==> config.mk <==
export PLATFORM = sky130hd
export DESIGN_NAME = pc_fetch_unit
export DESIGN_NICKNAME = d
export VERILOG_FILES = /design/src/rtl/pc_fetch_unit.sv
export SDC_FILE = /design/constraint.sdc
export NUM_CORES = 1
export LEC_CHECK = 0
export CAP_MARGIN = 20
export CORE_MARGIN = 8
export CORE_UTILIZATION = 40
export CTS_CLUSTER_SIZE = 40
export DETAILED_ROUTE_END_ITERATION = 10
export PLACE_DENSITY = 0.65
export SYNTH_ARGS = -nofsm -noshare
export SYNTH_HDL_FRONTEND = slang
export SYNTH_SLANG_ARGS = --single-unit
==> constraint.sdc <==
create_clock -name clk -period 3.1 [get_ports clk]
set_input_delay 0.62 -clock clk [delete_from_list [all_inputs] [get_ports clk]]
set_output_delay 0.62 -clock clk [all_outputs]
set_load 0.02 [all_outputs]
==> src/rtl/pc_fetch_unit.sv <==
// PC / instruction-fetch stage: req/ack fetch from imem, one word handed to decode at a time.
// Optional build macro DELAY_SLOT_EN: deliver the in-flight/held word on redirect instead of squashing it.
module pc_fetch_unit #(
    parameter int                ADDR_W       = 32,
    parameter logic [ADDR_W-1:0] RESET_VECTOR = '0
) (
    input  logic              clk,
    input  logic              rst_n,
    input  logic              stall,
    input  logic              branch_taken,
    input  logic              jump,
    input  logic [ADDR_W-1:0] branch_base,
    input  logic [15:0]       branch_imm,
    input  logic [25:0]       jump_index,
    output logic              imem_req,
    output logic [ADDR_W-1:0] imem_addr,
    input  logic              imem_ack,
    input  logic [31:0]       imem_data,
    output logic              instr_valid,
    output logic [31:0]       instr_out,
    output logic [ADDR_W-1:0] pc_out,
    output logic [ADDR_W-1:0] pc_plus4
);

`ifdef DELAY_SLOT_EN
    localparam bit SQUASH_EN = 1'b0;
`else
    localparam bit SQUASH_EN = 1'b1;
`endif

    typedef enum logic [1:0] {ST_START, ST_FETCH, ST_VALID} state_t;

    state_t            r_state, w_state_next;
    logic [ADDR_W-1:0] r_pc, w_pc_next;
    logic [ADDR_W-1:0] r_pend_target, w_pend_target_next;
    logic              r_pending, w_pending_next;
    logic              r_squash, w_squash_next;
    logic [31:0]       r_instr, w_instr_next;
    logic [ADDR_W-1:0] r_pc_out, w_pc_out_next;
    logic [ADDR_W-1:0] r_pc_plus4, w_pc_plus4_next;

    logic [ADDR_W-1:0] w_jump_target;
    logic [ADDR_W-1:0] w_branch_target;
    logic [ADDR_W-1:0] w_target;
    logic [ADDR_W-1:0] w_next_target;
    logic [ADDR_W-1:0] w_seq_pc;
    logic              w_redirect;
    logic              w_take_target;

    generate
        if (ADDR_W > 28) begin : g_jt_wide
            assign w_jump_target = {branch_base[ADDR_W-1:28], jump_index, 2'b00};
        end else begin : g_jt_narrow
            assign w_jump_target = {jump_index, 2'b00};
        end
    endgenerate

    assign w_branch_target = branch_base + {{(ADDR_W-18){branch_imm[15]}}, branch_imm, 2'b00};
    assign w_target        = jump ? w_jump_target : w_branch_target;
    assign w_redirect      = (jump | branch_taken) &
                             ((r_state == ST_FETCH) | (r_state == ST_VALID));
    // A redirect arriving this cycle supersedes any older pending target.
    assign w_next_target   = w_redirect ? w_target : r_pend_target;
    assign w_take_target   = w_redirect | r_pending;
    assign w_seq_pc        = r_pc + ADDR_W'(4);

    always_comb begin
        w_state_next       = r_state;
        w_pc_next          = r_pc;
        w_pend_target_next = r_pend_target;
        w_pending_next     = r_pending;
        w_squash_next      = r_squash;
        w_instr_next       = r_instr;
        w_pc_out_next      = r_pc_out;
        w_pc_plus4_next    = r_pc_plus4;

        if (w_redirect) begin
            w_pend_target_next = w_target;
            w_pending_next     = 1'b1;
        end

        case (r_state)
            ST_START: w_state_next = ST_FETCH;
            ST_FETCH: begin
                if (imem_ack) begin
                    if (r_squash || (SQUASH_EN && w_redirect)) begin
                        w_pc_next      = w_next_target;
                        w_pending_next = 1'b0;
                        w_squash_next  = 1'b0;
                    end else begin
                        w_instr_next    = imem_data;
                        w_pc_out_next   = r_pc;
                        w_pc_plus4_next = w_seq_pc;
                        w_state_next    = ST_VALID;
                    end
                end else if (SQUASH_EN && w_redirect) begin
                    w_squash_next = 1'b1;
                end
            end
            ST_VALID: begin
                // In squash mode a redirect drops the held word even under stall.
                if ((SQUASH_EN && w_redirect) || !stall) begin
                    w_state_next   = ST_FETCH;
                    w_pc_next      = w_take_target ? w_next_target : w_seq_pc;
                    w_pending_next = 1'b0;
                end
            end
            default: w_state_next = ST_START;
        endcase
    end

    always_ff @(posedge clk or negedge rst_n) begin
        if (!rst_n) begin
            r_state       <= ST_START;
            r_pc          <= RESET_VECTOR;
            r_pend_target <= '0;
            r_pending     <= 1'b0;
            r_squash      <= 1'b0;
            r_instr       <= '0;
            r_pc_out      <= '0;
            r_pc_plus4    <= '0;
        end else begin
            r_state       <= w_state_next;
            r_pc          <= w_pc_next;
            r_pend_target <= w_pend_target_next;
            r_pending     <= w_pending_next;
            r_squash      <= w_squash_next;
            r_instr       <= w_instr_next;
            r_pc_out      <= w_pc_out_next;
            r_pc_plus4    <= w_pc_plus4_next;
        end
    end

    assign imem_req    = (r_state == ST_FETCH);
    assign imem_addr   = r_pc;
    assign instr_valid = (r_state == ST_VALID);
    assign instr_out   = r_instr;
    assign pc_out      = r_pc_out;
    assign pc_plus4    = r_pc_plus4;

endmodule

# ---- After elaboration in Yosys (flattened, before gate mapping)
# Cells that the tools add are included.
dict set report word_totals {
  register_bits 164
  inputBits 112
  output_inout_bits 130
  elab_cells 51
}
dict set report op_classes {
  n_addsub 2
  n_eq_ne 7
  mux 19
  bitwise_logic 5
  n_reduce_logical 10
}
# cell n
set ops {}
lappend ops {{$mux 32} 6}
lappend ops {{$pmux 32 s2} 1}
lappend ops {{$add 32x3->32 const B} 1}
lappend ops {{$add 32x32->32} 1}
lappend ops {{$reduce_and 3->1} 3}
lappend ops {{$ne 2x1->1 const B} 4}
lappend ops {{$mux 1} 7}
lappend ops {{$mux 2} 3}
lappend ops {{$pmux 2 s3} 1}
lappend ops {{$reduce_and 4->1} 1}
lappend ops {{$reduce_bool 2->1} 2}
lappend ops {{$or 1x1->1} 3}
lappend ops {{$eq 2x1->1 const B} 1}
lappend ops {{$eq 2x2->1 const B} 1}
lappend ops {{$logic_not 2->1} 1}
lappend ops {{$logic_or 1x1->1} 2}
lappend ops {{$ne 2x2->1 const B} 1}
lappend ops {{$pmux 1 s2} 1}
lappend ops {{$and 1x1->1} 1}
lappend ops {{$logic_not 1->1} 1}
lappend ops {{$not 1->1} 1}

# ---- Logic depth before layout (Yosys ltp)
# Gate-level depths: netlist (run 1).
dict set report logic_depth {
  ltp_word 7
  mapped_depth 12
  ltp_nobuf 11
}

# ---- Least setup slack after synthesis (run 1)
# No wires, ideal clock.
dict set report synth_timing {
  kind {input -> register}
  startpoint {input branch_base[2]}
  endpoint {register r_pend_target[28]}
  setup_ns 0.094
  t_arrival_ns 3.184
  required_ns 3.006
  setup_slack_ns -0.177
  cell_stages 11
  path_buffers 0
  path_cell_list {ha_1 fa_1 a21o_1 a221oi_4 o221ai_2 a31oi_4 o21ai_0 a31o_2 a21oi_1 mux2_2 a211oi_1}
}
dict set report synth_via {
  elab_chain_len 3
}
# element line_no
set synth_rtl {}
lappend synth_rtl {{start, declared} 12} ;# input logic [ADDR_W-1:0] branch_base,
lappend synth_rtl {{$add 32x32->32} 58} ;# assign w_branch_target = branch_base + {{(ADDR_W-18){branch_imm[15]}}, branch_imm, 2'b00};
lappend synth_rtl {{$mux 32} 59} ;# assign w_target = jump ? w_jump_target : w_branch_target;
lappend synth_rtl {{$mux 32} -}
lappend synth_rtl {{via w_next_target[28]} 45} ;# logic [ADDR_W-1:0] w_next_target;
lappend synth_rtl {{end signal, assigned} 125} ;# r_pend_target <= w_pend_target_next;
lappend synth_rtl {{end, declared} 35} ;# logic [ADDR_W-1:0] r_pend_target, w_pend_target_next;
# The timed path passes the listed nets, and every way through them passes these cells.
# A chain may end at the register's enable or synchronous reset.

# ---- Worst setup path after layout (run 1)
dict set report layout_timing {
  startpoint {input branch_base[4]}
  endpoint {register r_pc[28], in the netlist imem_addr[28]}
}
dict set report layout_via {
  elab_chain_len 6
  word_cells_on_any_way 8
  cone_classes {1 x add/sub; 7 x mux}
}
# element line_no
set layout_rtl {}
lappend layout_rtl {{$add 32x32->32 (*)} 58}
lappend layout_rtl {{$mux 32 (*)} 59}
lappend layout_rtl {{$mux 32 (*)} -}
lappend layout_rtl {{$mux 32 (on tied branches)} {104, 86}}
lappend layout_rtl {{$mux 32 (on tied branches)} {102, 85}}
lappend layout_rtl {{$pmux 32 s2 (*)} 82} ;# case (r_state)
lappend layout_rtl {{end signal, assigned} 124} ;# r_pc <= w_pc_next;
lappend layout_rtl {{end, declared} 34} ;# logic [ADDR_W-1:0] r_pc, w_pc_next;
# Mark *: on every way between the ends. The rest lies on a longest branch, timed or not. The select of a mux whose other input is x is not followed.

==> impl_summary.txt, run 1 <==
----------------------------------------------------
[Worst setup path]
  Worst setup EP type ... flip-flop
  Crit path max fanout ... 5
  Slowest cell on the critical path ... sky130_fd_sc_hd__clkdlybuf4s50_1
  Buf+Inv Stages, Crit Path ... 2
  Cell family with most CP delay ... compound AO/OA/AOI/OAI gates
  Required time of the worst setup path ... between 3000 and 4000 ps
  Largest stage delay on the critical path ... roughly 410 ps
  Worst endpoint data arrival time ... 3270 ps
  Startpoint type of the worst setup path ... primary input
  Cell type with the highest occurrence count on the critical path ... sky130_fd_sc_hd__o21ai_1
  Series of cell instances along the critical path ... clkdlybuf4s50_1 -> ha_1 -> a21o_1 -> a221oi_4 -> o221ai_2 -> a31oi_4 -> o21ai_2 -> a31o_2 -> buf_4 -> mux2_2 -> o21ai_1 -> o21ai_1
  Category of the most critical setup path ... primary input to flip-flop

[Synth]
  Most common flop cell mapped by yosys ... sky130_fd_sc_hd__dfrtp_1
  Net Count, Synth ... 1211
  Syn Inst Count ... 1065
  Sequential share of the synthesized area ... 44.7%
  Leading cell type by number of instances after synthesis ... sky130_fd_sc_hd__nand2_1
  Post-Syn Area per Cell ... 8.52 um2
  Most numerous cell types in the synthesized netlist ... sky130_fd_sc_hd__nand2_1, sky130_fd_sc_hd__dfrtp_1, sky130_fd_sc_hd__o21ai_0, sky130_fd_sc_hd__a21oi_1, sky130_fd_sc_hd__nor2_1
  Number of synthesized register bits ... 162
  Top-area cell type share of the netlist area ... 44.7%
  Post-synthesis cell type count ... between 60 and 70
  Post-synthesis instance area ... between 9000 and 10000 um2
  Async set or reset register ratio after synthesis ... 100%
  Warning count from the yosys run ... 0
  Leading cell types by total area after synthesis ... sky130_fd_sc_hd__dfrtp_1, sky130_fd_sc_hd__nand2_1, sky130_fd_sc_hd__ha_1
  Post-synth top area cell ... sky130_fd_sc_hd__dfrtp_1
  Number of flops mapped to enable cells by yosys ... 0

[Floorplan]
  Cell Rows ... 55
  Core area ... ~22000 um2
  # IOs ... 242
  Starting density of the core ... between 40 and 50%
  Overall die width ... about 170 um
  Die height ... around 170 um
  Die area ... between 20000 and 30000 um2

[Clock network]
  Cell at the root of the clock tree ... sky130_fd_sc_hd__clkbuf_16
  Worst-skew pair later-pin latency ... around 420 ps
  Maximum number of buffers from clock root to sink ... 2
  Number of clock sinks ... ~160
  Clock edge transition at the registers on the reported setup and hold paths ... approximately 60 ps
  Total clock buffers created by CTS ... 17
  CTS tree ... yes
  Quantity of hold-fixing buffers added after cts ... 0
  Clock H-tree levels ... 4

[Drt]
  Total Wirelength ... a little under 30000 um
  DRT Pass-1 Iters ... 7
  DRC Markers ... 0
  Antenna Violating Nets Remaining ... 0
  Post-DR vias/cell ... approximately 5.2
  Met3 WL post-DR ... 1740 um
  Met1 wire length ... 13700 um
  Met2 routed WL ... 13300 um
  Max layer used ... met5
  Via count ... 8843
  DR iter-0 viols ... 639
  Routed length per placed instance ... roughly 17 um

[Timing]
  Max Transition Viols Final ... 0
  Total count of hold-check failures in the final report ... 0
  Worst rel slew slack ... between 50 and 60%
  Top achievable clock speed ... roughly 340 MHz
  Final setup violation count ... 0
  Minimum clock period after layout ... 2960 ps
  Actual slew at the worst max-slew pin ... around 660 ps
  Ratio of final minimum period to clock period ... approximately 95%
  Setup Skew ... between 9 and 10 ps
  Setup total negative slack ... 0 ps

[Hold path]
  HP Class ... primary input to asynchronous set/reset pin

[Placement]
  Gp weighted congestion ... roughly 0.87
  Port buffer count ... around 240
  Cell area after placement ... 12700 um2
  Detailed placement HPWL ... approximately 23000 um

[Cells and area]
  Fillers ... approximately 2000
  Share of final-layout standard cells stronger than drive strength 1 ... about 14%
  Final net count ... ~1500
  Area growth from synthesis to layout ... 47.1%
  Final Cell Area ... approximately 13000 um2
  Diode insertion count for antenna repair ... 0
  Total area of multi-input combinational cells ... between 4000 and 5000 um2
  Post-route core utilization ... between 50 and 60%
  Area of all sequential standard cells ... 4050 um2

[Global routing]
  Vias in the first global route ... 8638
  Remaining Overflow, GRT ... 0
  Largest net degree at the start of global routing ... 84
  GRT Resource Usage Total ... 20.7%
  Number of antenna violations at the first check in global routing ... 1
  Wire length of the first global-routing pass ... around 47000 um

[Power]
  Power density cells ... 986 nW/um2
  Leakage power total ... ~6.1 nW
  VDD IR-drop max ... between 0.0004 and 0.0005 V

[Run status]
  Result of the run ... finished, final reports clean

[Run]
  Count of max-cap constraint violations ... 0

----------------------------------------------------
[cells in the final DEF (no fill, tap or decap), types with 10 or more instances in the layout]
cell type / count
sky130_fd_sc_hd__a21o_1: 15
sky130_fd_sc_hd__a21oi_1: 66
sky130_fd_sc_hd__and3_1: 20
sky130_fd_sc_hd__buf_4: 124
sky130_fd_sc_hd__clkbuf_16: 17
sky130_fd_sc_hd__clkdlybuf4s50_1: 232
sky130_fd_sc_hd__dfrtp_1: 162
sky130_fd_sc_hd__ha_1: 29
sky130_fd_sc_hd__inv_1: 18
sky130_fd_sc_hd__mux2i_1: 11
sky130_fd_sc_hd__nand2_1: 288
sky130_fd_sc_hd__nand3_1: 30
sky130_fd_sc_hd__nor2_1: 56
sky130_fd_sc_hd__nor3_1: 10
sky130_fd_sc_hd__o21ai_0: 80
sky130_fd_sc_hd__xnor2_1: 29
sky130_fd_sc_hd__xor2_1: 20
[per-stage QoR]
stage / hold WS (ps) / std cells / power (W) / setup WS, ps
global route: 242 / 1686 / 0.0141 / -14.4
floorplan: 324 / 1065 / 0.00771 / 2.60
detailed placement: 449 / 1652 / 0.0111 / -544
CTS: 222 / 1686 / 0.0132 / 24.1
global placement: 440 / 1652 / 0.0110 / -510
finish: 191 / 1686 / 0.0132 / 143
[flip-flops by register name, summed over array words and instances, names as in the netlist]
signal	cells
r_squash	1
r_pend_target	32
instr_out	32
pc_plus4	30
pc_out	32
r_pending	1
imem_addr	32
r_state	2
[logic make-up after synthesis]
family | after synthesis | synth area share [%]
mux | 15 | 1.71
buf+inv | 87 | 3.83
compound gates | 258 | 18.3
xor+xnor | 49 | 4.73
fa+ha+maj | 34 | 4.77
simple gates | 460 | 22.0
flops | 162 | 44.7
[power by group]
group          internal [W]  total (W)  leakage (nW)  switching [W]
Clock               0.00119    0.00203         0.259       0.000848
Combinational       0.00323    0.00733          3.86        0.00411
Sequential          0.00314    0.00380          2.00       0.000660
Total               0.00755     0.0132          6.12        0.00561
[metal layers]
metal | vias up | global-route usage (%)
met2 | 306 | 32.7
met1 | 4169 | 28.4
li1 | 4340 | -
met3 | 26 | 4.68
met5 | - | 0
met4 | 2 | 4.74
[layout make-up]
| cell class | count | share of cell area [%] |
|---|---|---|
| Multi-Input combinational cell | 816 | 36.1 |
| Sequential cell | 162 | 30.4 |
| Timing Repair Buffer | 373 | 26.1 |
| Clock buffer | 20 | 3.27 |
| Tap cell | 285 | 2.67 |
| Clock inverter | 12 | 0.993 |
| Inverter | 18 | 0.506 |
[path summary, 6_finish.rpt]
kind / start / to / slack [ps] / cells past startpoint
max in group asynchronous: rst_n / pc_out[13] / 2160 / 2
setup / recovery: branch_base[4] / imem_addr[28] / 140 / 12
hold / removal: rst_n / instr_out[22] / 190 / 1
setup reg to reg: imem_addr[10] / imem_addr[29] / 400 / 9
min in group clk: r_pend_target[1] / r_pend_target[1] / 460 / 2
hold reg to reg: r_pend_target[1] / r_pend_target[1] / 460 / 2
[timing repair]
| action | CTS | global route |
|---|---|---|
| gates resized for setup | 12 | 13 |
| pin swaps | 13 | 5 |
| buffers inserted | 2 | 0 |
| setup endpoints to repair | 9 | 18 |
Power figures use the tool's default switching activity.
==> inputs of run 2 (changes only) <==
--- a/config.mk
+++ b/config.mk
@@ -5,7 +5,7 @@
 export SDC_FILE = /design/constraint.sdc
 export NUM_CORES = 1
 export LEC_CHECK = 0
-export CAP_MARGIN = 20
+export CAP_MARGIN = 10
 export CORE_MARGIN = 8
 export CORE_UTILIZATION = 40
 export CTS_CLUSTER_SIZE = 40
==> results of run 2 <==
The final DEF is identical to that of run 1; final timing and power are the same.
==> inputs of run 3 (changes only) <==
--- a/config.mk
+++ b/config.mk
@@ -11,6 +11,7 @@
 export CTS_CLUSTER_SIZE = 40
 export DETAILED_ROUTE_END_ITERATION = 10
 export PLACE_DENSITY = 0.65
+export RECOVER_POWER = 100
 export SYNTH_ARGS = -nofsm -noshare
 export SYNTH_HDL_FRONTEND = slang
 export SYNTH_SLANG_ARGS = --single-unit
==> run 3 against run 2 <==
The flow now finishes with violations (capacitance limit, slew limit). Total power is 3.3% lower. Sequential share of layout area grew 0.26 points. Combinational power decreased by 5.5%. Maximum frequency decreased by 1.0%. Critical path type unchanged. Largest cell class unchanged. Highest routed layer unchanged.
==> impl_summary.txt, run 3 (synthesized netlist as in run 1, its figures left out) <==
----------------------------------------------------
[Hold path]
  Terminating pin of the worst hold path ... r_pend_target[1]
  HP Class ... flip-flop to flip-flop (was primary input to asynchronous set/reset pin)
  Number of cells traversed by the worst hold path ... 2
  Startpoint of the lowest-slack hold path ... r_pend_target[1]

[Power]
  Leakage power total ... 6.24 nW (was 6.12 nW)
  Proportion of power drawn by the clock network ... 16.0% (was 15.5%)
  Fraction of power consumed by combinational cells ... 54.5% (was 55.7%)
  Internal power ... 0.00719 W (was 0.00755 W)
  Sequential group share of total power ... 29.6% (was 28.9%)
  VDD IR-drop max ... 0.000476 V (was 0.000483 V)
  Switching Share ... 43.6% (was 42.6%)
  Total net switching power ... 0.00554 W (was 0.00561 W)
  Power density cells ... 962 nW/um2 (was 986 nW/um2)

[Global routing]
  Vias in the first global route ... 8638 (unchanged)
  Remaining Overflow, GRT ... 0 (unchanged)
  Wire length of the first global-routing pass ... 46600 um (unchanged)
  Largest net degree at the start of global routing ... 84 (unchanged)
  Number of antenna violations at the first check in global routing ... 2 (was 1)
  GRT Resource Usage Total ... 20.7% (unchanged)

[Timing]
  Post-route worst hold slack ... 462 ps (was 191 ps)
  Total count of hold-check failures in the final report ... 0 (unchanged)
  Top achievable clock speed ... 335 MHz (was 338 MHz)
  Ratio of final minimum period to clock period ... 96.4% (was 95.4%)
  Actual slew at the worst max-slew pin ... 1720 ps (was 662 ps)
  Worst rel slew slack ... -14.5% (was 55.9%)
  Minimum clock period after layout ... 2990 ps (was 2960 ps)
  Max Transition Viols Final ... 70 (was 0)
  Setup total negative slack ... 0 ps (unchanged)
  Final setup violation count ... 0 (unchanged)
  Setup Skew ... 7.64 ps (was 9.04 ps)

[Drt]
  DRC Markers ... 0 (unchanged)
  DRT Pass-1 Iters ... 5 (was 7)
  Via count ... 8812 (was 8843)
  Total Wirelength ... 29000 um (was 29200 um)
  Antenna Violating Nets Remaining ... 0 (unchanged)
  Routed length per placed instance ... 17.2 um (was 17.3 um)
  Post-DR vias/cell ... 5.23 (was 5.24)
  DR iter-0 viols ... 660 (was 639)

[Clock network]
  Number of clock sinks ... 162 (unchanged)
  Maximum number of buffers from clock root to sink ... 2 (unchanged)
  Clock H-tree levels ... 4 (unchanged)
  CTS tree ... yes (unchanged)
  Quantity of hold-fixing buffers added after cts ... 0 (unchanged)
  Clock edge transition at the registers on the reported setup and hold paths ... 60 ps (about the same)
  Worst-skew pair later-pin latency ... 420 ps (about the same)
  Cell at the root of the clock tree ... sky130_fd_sc_hd__clkbuf_16 (unchanged)
  Total clock buffers created by CTS ... 17 (unchanged)

[Cells and area]
  Fillers ... 2065 (was 2043)
  Most common library cell in the layout ignoring fill and taps ... sky130_fd_sc_hd__nand2_1 (unchanged)
  Most used cells in the layout excluding fill and tap cells ... sky130_fd_sc_hd__nand2_1, sky130_fd_sc_hd__dfrtp_1, sky130_fd_sc_hd__dlygate4sd3_1 (was sky130_fd_sc_hd__nand2_1, sky130_fd_sc_hd__clkdlybuf4s50_1, sky130_fd_sc_hd__dfrtp_1)
  Diode insertion count for antenna repair ... 0 (unchanged)
  Post-route core utilization ... 59.0% (was 59.5%)
  Area growth from synthesis to layout ... 45.8% (was 47.1%)
  Final net count ... 1534 (unchanged)
  Share of final-layout standard cells stronger than drive strength 1 ... 13.7% (was 14.4%)

[Worst setup path]
  Cell depth of the worst flop-to-flop path ... 10 (was 9)
  Category of the most critical setup path ... primary input to flip-flop (unchanged)
  Crit path max fanout ... 5 (unchanged)
  Worst setup EP type ... flip-flop (unchanged)
  Startpoint type of the worst setup path ... primary input (unchanged)
  Worst endpoint data arrival time ... 3350 ps (was 3270 ps)
  CP startpoint ... branch_base[4] (unchanged)
  Crit Reg-Reg Endpoint ... imem_addr[23] (was imem_addr[29])
  Required time of the worst setup path ... 3460 ps (was 3410 ps)
  Reg-to-reg slack, setup ... 280 ps (was 400 ps)
  Critical R2R Launch ... r_state[0] (was imem_addr[10])

[Floorplan]
  Overall die width ... 167 um (unchanged)
  Core area ... 22400 um2 (unchanged)
  Die area ... 27800 um2 (unchanged)
  Die height ... 167 um (unchanged)
  Cell Rows ... 55 (unchanged)
  Starting density of the core ... 40.5% (unchanged)
  # IOs ... 242 (unchanged)

[Run status]
  Result of the run ... finished with violations (was finished, final reports clean)
  Violated checks ... capacitance limit, slew limit

[Placement]
  Detailed placement HPWL ... 22600 um (unchanged)
  Gp weighted congestion ... 0.868 (unchanged)
  Port buffer count ... 241 (unchanged)

[Run]
  Count of max-cap constraint violations ... 1 (was 0)

----------------------------------------------------
## run 3: cell count changes in the layout (fill, tap and decap cells not counted), sizes merged
cell and change:
clkdlybuf4s50 -130, dlygate4sd3 +130, buf -16, clkbuf +16
## run 3: worst max-delay path by stage
| stage | endpoint | slack, ps | depth (start not counted) |
|---|---|---|---|
| global placement | r_pend_target[28] | -510 | 12 |
| global route | imem_addr[31] | -20 | 13 |
| CTS | imem_addr[28] | 20 | 13 |
| floorplan | r_pend_target[28] | 3 | 11 |
| finish | imem_addr[22] | 110 | 11 |
| detailed placement | imem_addr[24] | -540 | 12 |
## run 3: cell type report
| type | instances | area [um2] | area share (%) |
|---|---|---|---|
| Multi-Input combinational cell | 816 | 4810 | 36.3 |
| Sequential cell | 162 | 4050 | 30.6 |
| Timing Repair Buffer | 373 | 3380 | 25.5 |
| Clock buffer | 20 | 437 | 3.30 |
| Tap cell | 285 | 357 | 2.69 |
| Clock inverter | 12 | 133 | 1.00 |
| Inverter | 18 | 67.6 | 0.510 |
## run 3: power groups by stage
stage	Combinational [W]	Sequential (W)	Clock, W
4_1_cts	0.00733	0.00380	0.00208
3_5_place_dp	0.00729	0.00383	0
3_3_place_gp	0.00719	0.00379	0
5_1_grt	0.00760	0.00391	0.00215
6_report	0.00693	0.00377	0.00203
2_1_floorplan	0.00309	0.00462	0
## run 3: critical path: stages
cell	delay [ps]
sky130_fd_sc_hd__clkdlybuf4s50_1	410
sky130_fd_sc_hd__ha_1	340
sky130_fd_sc_hd__a21o_1	230
sky130_fd_sc_hd__a221oi_4	270
sky130_fd_sc_hd__o221ai_2	150
sky130_fd_sc_hd__a31oi_4	290
sky130_fd_sc_hd__o311ai_4	150
sky130_fd_sc_hd__clkbuf_4	160
sky130_fd_sc_hd__o31ai_1	370
sky130_fd_sc_hd__o21a_1	220
sky130_fd_sc_hd__a221o_1	150
## run 3: what timing repair did
| action | CTS | global route |
|---|---|---|
| resized for setup | 12 | 13 |
| pin swaps | 13 | 5 |
| setup buffers | 2 | 0 |
| endpoints found under the setup margin | 9 | 18 |
## run 3: stage by stage
step	total power (W)	area, um2	worst slack, ps	std cells
detailed placement	0.0111	12700	-544	1652
CTS	0.0132	13300	24.1	1686
floorplan	0.00771	9090	2.60	1065
global placement	0.0110	12700	-510	1652
finish	0.0127	13200	112	1686
global route	0.0137	13200	-15.8	1686
## run 3: routing by layer
metal  vias to the layer above  part of all wire, %  GRT usage, %
li1                       4345                    -             -
met1                      4146                   47          28.4
met2                       294                   46          32.7
met3                        25                  6.1          4.68
met4                         2                  1.3          4.74
met5                         -                0.034             0
